## src/rtl/matrix_pkg.sv

```systemverilog
// Shared types and defaults for the matrix-multiply memory responder.
// Holds the default geometry, the responder state encoding and the address decode.
package matrix_pkg;

  localparam int          W         = 32;
  localparam int          N         = 4;
  localparam int          DEPTH     = 2 * N * N;
  localparam logic [31:0] BASE_ADDR = 32'h0000_0000;
  localparam int          LATENCY   = 2;

  typedef enum logic [1:0] {
    IDLE = 2'd0,
    WAIT = 2'd1,
    RESP = 2'd2
  } state_t;

  // Word index of a byte address; addresses below base wrap to a huge index.
  function automatic logic [31:0] addr_to_idx(input logic [31:0] addr,
                                              input logic [31:0] base);
    logic [31:0] offset;
    offset = addr - base;
    return offset >> 2;
  endfunction

endpackage

```

## src/rtl/matrix_mem_array.sv

```systemverilog
// Word storage: one synchronous write port, a registered response read port
// and a combinational host read port.
module matrix_mem_array #(
  parameter int DEPTH = 32,
  parameter int W     = 32
) (
  input  logic                     clk,
  input  logic                     rst,
  input  logic                     we,
  input  logic [$clog2(DEPTH)-1:0] waddr,
  input  logic [W-1:0]             wdata,
  input  logic                     rd_en,
  input  logic                     rd_zero,
  input  logic [$clog2(DEPTH)-1:0] raddr,
  output logic [W-1:0]             rdata,
  input  logic [$clog2(DEPTH)-1:0] host_addr,
  output logic [W-1:0]             host_rdata
);

  logic [W-1:0] mem [DEPTH];

  // NOTE: the storage array has no reset; clearing it would force a flop-based
  // array and it must survive a transaction abort anyway.
  // NOTE: sequential state is assigned with <= so every register samples the
  // pre-edge values regardless of statement order.
  always_ff @(posedge clk) begin
    if (we) begin
      mem[waddr] <= wdata;
    end
  end

  // Write-first: a word written in the same cycle it is read returns the new data.
  always_ff @(posedge clk) begin
    if (rst) begin
      rdata <= '0;
    end else if (rd_en) begin
      if (rd_zero) begin
        rdata <= '0;
      end else if (we && (waddr == raddr)) begin
        rdata <= wdata;
      end else begin
        rdata <= mem[raddr];
      end
    end
  end

  assign host_rdata = mem[host_addr];

endmodule

```

## src/rtl/matrix_mem_responder.sv

```systemverilog
// Word-addressed memory responder for the matrix core: start/done transaction
// port with fixed latency plus a host preload/readback port usable while idle.
module matrix_mem_responder #(
  parameter int          DEPTH     = matrix_pkg::DEPTH,
  parameter int          W         = matrix_pkg::W,
  parameter logic [31:0] BASE_ADDR = matrix_pkg::BASE_ADDR,
  parameter int          LATENCY   = matrix_pkg::LATENCY
) (
  input  logic                     clk,
  input  logic                     rst,
  input  logic                     req_start,
  input  logic                     req_write,
  input  logic [31:0]              req_addr,
  input  logic [W-1:0]             req_wdata,
  output logic                     rsp_done,
  output logic [W-1:0]             rsp_rdata,
  output logic                     rsp_err,
  output logic                     host_ready,
  input  logic                     host_we,
  input  logic [$clog2(DEPTH)-1:0] host_addr,
  input  logic [W-1:0]             host_wdata,
  output logic [W-1:0]             host_rdata
);

  import matrix_pkg::*;

  localparam int          AW      = $clog2(DEPTH);
  localparam int          CW      = (LATENCY < 2) ? 1 : $clog2(LATENCY + 1);
  localparam logic [31:0] DEPTH_U = 32'(DEPTH);

  state_t         state;
  state_t         state_next;
  logic [CW-1:0]  cnt;

  logic           cap_write;
  logic           cap_err;
  logic [AW-1:0]  cap_idx;
  logic [W-1:0]   cap_wdata;

  logic [31:0]    req_idx;
  logic           req_err;
  logic           accept;
  logic           enter_resp;

  logic           cur_write;
  logic           cur_err;
  logic [AW-1:0]  cur_idx;

  logic           store_en;
  logic           host_acc;
  logic           wr_en;
  logic [AW-1:0]  wr_addr;
  logic [W-1:0]   wr_data;

  // Live decode of the request presented this cycle.
  assign req_idx = addr_to_idx(req_addr, BASE_ADDR);
  assign req_err = (req_addr[1:0] != 2'b00) || (req_idx >= DEPTH_U);
  assign accept  = (state == IDLE) && req_start;

  // With zero latency the response is entered straight from IDLE, so the
  // live request fields are used instead of the captured ones.
  assign cur_write = (state == IDLE) ? req_write          : cap_write;
  assign cur_err   = (state == IDLE) ? req_err            : cap_err;
  assign cur_idx   = (state == IDLE) ? req_idx[AW-1:0]    : cap_idx;

  assign enter_resp = (state_next == RESP) && (state != RESP);

  always_ff @(posedge clk) begin
    if (rst) begin
      state <= IDLE;
    end else begin
      state <= state_next;
    end
  end

  always_comb begin
    // NOTE: every combinational output gets a default first so no path leaves
    // it unassigned and infers a latch.
    state_next = state;
    unique case (state)
      IDLE: if (req_start) state_next = (LATENCY == 0) ? RESP : WAIT;
      WAIT: if (cnt == CW'(1)) state_next = RESP;
      RESP: state_next = IDLE;
      default: state_next = IDLE;
    endcase
  end

  always_comb begin
    rsp_done   = 1'b0;
    host_ready = 1'b0;
    store_en   = 1'b0;
    unique case (state)
      IDLE: host_ready = 1'b1;
      RESP: begin
        rsp_done = 1'b1;
        store_en = cap_write && !cap_err && !rst;
      end
      default: ;
    endcase
  end

  always_ff @(posedge clk) begin
    if (rst) begin
      cnt <= '0;
    end else if (accept) begin
      cnt <= CW'(LATENCY);
    end else if (state == WAIT) begin
      cnt <= cnt - CW'(1);
    end
  end

  // Request fields are only meaningful after an accept, so they carry no reset.
  always_ff @(posedge clk) begin
    if (accept) begin
      cap_write <= req_write;
      cap_err   <= req_err;
      cap_idx   <= req_idx[AW-1:0];
      cap_wdata <= req_wdata;
    end
  end

  always_ff @(posedge clk) begin
    if (rst) begin
      rsp_err <= 1'b0;
    end else begin
      rsp_err <= enter_resp && cur_err;
    end
  end

  // Host writes only happen in IDLE and stores only in RESP, so they never collide.
  assign host_acc = host_we && host_ready;
  assign wr_en    = host_acc || store_en;
  assign wr_addr  = store_en ? cap_idx   : host_addr;
  assign wr_data  = store_en ? cap_wdata : host_wdata;

  matrix_mem_array #(
    .DEPTH (DEPTH),
    .W     (W)
  ) u_array (
    .clk        (clk),
    .rst        (rst),
    .we         (wr_en),
    .waddr      (wr_addr),
    .wdata      (wr_data),
    .rd_en      (enter_resp && !cur_write),
    .rd_zero    (cur_err),
    .raddr      (cur_idx),
    .rdata      (rsp_rdata),
    .host_addr  (host_addr),
    .host_rdata (host_rdata)
  );

endmodule
```

## config.mk

```make
export PLATFORM = sky130hd
export DESIGN_NAME = matrix_mem_responder
export DESIGN_NICKNAME = d
export VERILOG_FILES = /design/src/rtl/matrix_pkg.sv /design/src/rtl/matrix_mem_array.sv /design/src/rtl/matrix_mem_responder.sv
export SDC_FILE = /design/constraint.sdc
export NUM_CORES = 2
export LEC_CHECK = 0
export CAP_MARGIN = 0
export CORE_ASPECT_RATIO = 1.1
export CORE_MARGIN = 10
export CORE_UTILIZATION = 60
export CTS_CLUSTER_SIZE = 28
export DETAILED_ROUTE_END_ITERATION = 16
export PLACE_DENSITY = 0.78
export SETUP_SLACK_MARGIN = 0.1
export SYNTH_ARGS = -nofsm -noshare
export SYNTH_HDL_FRONTEND = slang
export SYNTH_SLANG_ARGS = --single-unit
```

## constraint.sdc

```tcl
create_clock -name clk -period 7.2 [get_ports clk]
set_clock_uncertainty 0.05 [all_clocks]
set_input_delay 1.8 -clock clk [delete_from_list [all_inputs] [get_ports clk]]
set_output_delay 1.8 -clock clk [all_outputs]
set_load 0.02 [all_outputs]
```

== Word level (Yosys, flattened, before mapping) ==
Memory sizes are Yosys's and may differ from the RTL's.
Cells that the tools add are included.

* Add/sub/neg operators: 1
* $lt $le $gt $ge: 1
* Equal/unequal tests: 6
* Mux-type cells: 17
* Reductions and logical operators: 17

{| class="wikitable"
|+ Operator list
! cell !! number
|-
| $mux 32 || 3
|-
| $ge 30x6->1 const B || 1
|-
| $mux 5 || 2
|-
| $logic_and 1x1->1 || 8
|-
| $mux 2 || 4
|-
| $mux 1 || 7
|-
| $eq 5x5->1 || 1
|-
| $eq 2x1->1 const B || 2
|-
| $eq 2x2->1 const B || 2
|-
| $pmux 2 s2 || 1
|-
| $reduce_bool 2->1 || 2
|-
| $logic_not 1->1 || 3
|-
| $logic_not 2->1 || 1
|-
| $logic_or 1x1->1 || 2
|-
| $ne 2x2->1 const B || 1
|-
| $reduce_or 2->1 || 1
|-
| $sub 2x1->2 const B || 1
|}

* Register bits after elaboration: 76
* Bits in writable memories: 1024
* Bits of input ports: 106
* Memories: 1

{| class="wikitable"
|+ Memories
! memory !! words !! width !! read ports !! clocked after Yosys merged registers in !! write ports !! RTL line !! RTL
|-
| u_array.mem || 32 || 32 || 2 || 0 || 1 || matrix_mem_array.sv:20 || <nowiki>logic [W-1:0] mem [DEPTH];</nowiki>
|}

== Logic depth before layout (Yosys ltp) ==
* Depth after elaboration: 9
* Depth in mapped cells: 12
* Depth with buffers taken out: 8

== Hierarchy ==
A second synthesis with hierarchy kept.

* Cells, all modules: 2404
* Area total of the unflattened synthesis: 50246.9 um2

{| class="wikitable"
|+ Modules (own cells, without submodules)
! module !! instances !! cells an instance !! area each (um2) !! sequential area each (um2)
|-
| matrix_mem_array || 1 || 2280 || 48138.7 || 31390.1
|-
| matrix_mem_responder || 1 || 124 || 2108.3 || 1271.2
|}

== Least setup slack after synthesis ==
OpenSTA, ideal clock, no wires.

* Path type: input to output
* From: in host_addr[0]
* To: out host_rdata[0]
* Data arrival time: 3.812 ns
* Data required time: 5.350 ns
* Slack: 1.538 ns
* Cell stages on the path: 5
* Buffers on the path: 2
* Cells stage by stage: buf_2 buf_1 mux4_2 mux4_2 mux2_2

* Cells in the longest elaborated chain, start to end: 1

{| class="wikitable"
|+ RTL lines
! item !! RTL line !! RTL
|-
| from (decl) || matrix_mem_responder.sv:20 || <nowiki>input logic [$clog2(DEPTH)-1:0] host_addr,</nowiki>
|-
| $mem_v2 32x32 || - ||
|-
| to (decl) || matrix_mem_responder.sv:22 || <nowiki>output logic [W-1:0] host_rdata</nowiki>
|}

No other way between the ends.

== Worst setup path in the final report ==
* From: in host_addr[0]
* To: out host_rdata[10]

Same word-level chain as after synthesis.

==> qor.csv <==
metric;value;unit
status;completed;
vias per cell;7.67;
#FFs+latches synth;1100;
hold path cells;1;
GRT Residual Overflow;0;
top-area cell type share of the netlist area;62.5;%
num rows;112;
antenna violations before repair;6;
Leak;18.7;nW
Bufs on Longest Clock Path;3;
Core Area;84600;um^2
Synth cell types;67;
total die area;97300;um^2
number of clock sinks;1100;
Max Freq;152;MHz
Final Core Density;68.4;%
Critical Path AT;4.73;ns
combinational fraction of design power;11.3;%
crit path capture type;primary output;
Via Count;34600;
final wirelength;165000;um
First DRT Iteration DRCs;6705;
Port Buf Inserts;172;
pre-CTS WS;0.584;ns
GRT Overall Usage;33.4;%
Flop pwr share;48.9;%
syn avg cell area;16.3;um^2
Post-Syn Instances;3133;
CTS tree;built;
nets;3382;
Max FO, Critical Path;52;
reg2reg end;u_array.mem[19][23];
number of synthesized flops with an enable pin;1063;
CTS resizes;0;
Max Cap Viol;0;
DRC;0;
final hold slack;0.450;ns
detailed placement HPWL;94300;um
syn nets;3240;
Ports;173;
setup TNS;0;ns
Post-synth ARST share;0;%
Die W;298;um
clock root cell;clkbuf_16;
Synth Flop Type;edfxtp_1;
RR Startpoint;state[1];
vias in the first global route;34800;
CP startpoint kind;input pin;
DIE HEIGHT;326;um
Switch Pwr;0.00350;W
share of cells above drive strength 1;22.8;%
FF-to-FF path depth;6;
sequential area share after synthesis;63.9;%
Final Setup Violations;0;
largest net degree at the start of global routing;101;
register area;32700;um^2
starting density of the core;60.4;%
slew at the pin closest to its max-slew limit;1.45;ns
cell area power density;251;nW/um^2
Yosys top cell by area;edfxtp_1;
Layout fillers;5333;
gpl congestion;0.883;
clk slew on worst S/H paths;0.06;ns
synth top area cells;edfxtp_1, mux4_2, nand2_1, mux2i_1, a211oi_1;
CP Class;in -> out;
area used by multi-input combinational logic;17300;um^2
H-tree levels;3;
hold path startpoint;cnt[0];
clock latency on the worst-skew pair;0.70;ns
clock buffers created by TritonCTS;109;
RSZ-0062 raised after global routing;false;
Critical Path RT;5.35;ns
sw frac;24.1;%
maximum VDD drop;203;uV
R2R Setup Slk;2.96;ns
Min-Delay Path Class;reg -> reg;
area of the mapped netlist;51100;um^2
first-pass GRT wire length;237000;um
antenna-violating nets left;0;
Hold EP;cnt[0];
Hold Vio Cnt, Final;0;
setup repair bufs after CTS;0;
cts hold-fix bufs;0;
minimum clock period;6.58;ns
Layout area overhead;13.3;%
number of iterations in the first detailed-routing pass;6;
Pins Over Slew Limit;0;
Finished Layout Cells;4508;
dpl cells;4304;
Slew HR;2.91;%
wire length per cell;36.7;um
ant diodes;0;
Worst Setup Slack, final;0.622;ns
Int Power;0.0110;W
Final Cycle Share;91.4;%
Clock power frac;39.8;%
Yosys warning total;0;
==> cell type report <==
class,instances,area share [%]
Inverter,9,0.0583
Tap cell,1140,2.46
Sequential cell,1100,56.4
Clock buffer,150,5.31
Multi-Input combinational cell,1759,29.9
Clock inverter,54,0.946
Timing Repair Buffer,296,4.95
==> sequential cells by signal (all words and copies together), names as in the netlist <==
signal and cells:
u_array.rdata 32, state 2, cap_write 1, cap_wdata 32, u_array.mem 1024, cap_idx 5
cap_err 1, rsp_err 1, cnt 2
==> power by group through the flow <==
stage / Clock (W) / Combinational (W) / Sequential [W]
2_1_floorplan: 0 / 0.00106 / 0.00722
3_3_place_gp: 0 / 0.00154 / 0.00723
3_5_place_dp: 0 / 0.00158 / 0.00724
4_1_cts: 0.00578 / 0.00159 / 0.00710
5_1_grt: 0.00606 / 0.00169 / 0.00710
6_report: 0.00578 / 0.00163 / 0.00710
==> worst max-delay path, stage by stage <==
cell and delay [ns]:
buf_8 0.53, buf_12 0.37, mux4_2 0.57, mux4_2 0.49, mux2_2 0.34, clkdlybuf4s50_1 0.56
==> cell families after synthesis <==
family,synth area share (%)
adders and majority gates,0.0245
buffers and inverters,2.86
and+or+nand+nor,6.74
AOI/OAI and AO/OA,6.89
muxes,19.6
DFF,63.9
==> per-layer routing <==
metal / global-route usage (%) / vias up / part of all wire (%)
li1: - / 13300 / -
met1: 42.6 / 17100 / 32
met2: 50.9 / 3508 / 46
met3: 8.52 / 708 / 15
met4: 21.9 / 10 / 7.0
met5: 0 / - / 0.038
==> worst max-delay path by stage <==
| stage | slack [ns] | startpoint | end |
|---|---|---|---|
| finish | 0.62 | host_addr[0] | host_rdata[10] |
| global route | 0.50 | host_addr[0] | host_rdata[10] |
| CTS | 0.58 | host_addr[0] | host_rdata[10] |
| detailed placement | 0.58 | host_addr[0] | host_rdata[10] |
| global placement | 0.61 | host_addr[0] | host_rdata[25] |
| floorplan | 1.54 | host_addr[0] | host_rdata[0] |
==> per-stage QoR <==
stage	area [um^2]	total power (W)
after detailed placement	54300	0.00882
after global routing	57900	0.0149
final	57900	0.0145
after floorplan	51100	0.00829
after CTS	57900	0.0145
after global placement	54300	0.00877
==> cell usage in the layout (no fill, tap or decap), types with 6 or more instances in the layout <==
cell,n
clkbuf_1,24
o21ai_0,31
dfxtp_1,37
nor3_1,17
nand2_1,434
nor4_1,8
a32oi_1,35
a311oi_1,57
clkinv_2,18
mux4_1,9
edfxtp_1,1063
nor4b_1,6
inv_1,8
a211oi_1,100
nor2_1,12
o21ai_1,12
a222oi_1,28
bufinv_16,10
o211ai_1,27
or2_2,6
clkdlybuf4s50_1,167
and3_1,94
a22oi_1,28
nor2_4,37
clkbuf_16,111
nand3_1,72
mux2_2,65
buf_12,17
a31oi_1,68
o2111ai_1,29
a21oi_1,18
buf_4,109
mux2i_1,124
clkbuf_8,15
nand4_1,31
clkinv_1,15
a21boi_0,7
mux4_2,346
==> Yosys cell counts, drive strengths merged, types with 7 or more instances <==
master   count
mux4       355
dfxtp       37
a21oi       18
a31oi       68
o2111ai     29
clkbuf      89
mux2        65
o21ai       46
or2          7
nor3        17
nand2      437
nand3       72
nor2        49
buf        176
a22oi       28
nor4         8
o211ai      27
mux2i      124
nand4       31
a21boi       7
inv          9
a222oi      28
a311oi      57
edfxtp    1063
and3        95
a211oi     100
a32oi       35
Power figures use the tool's default switching activity.
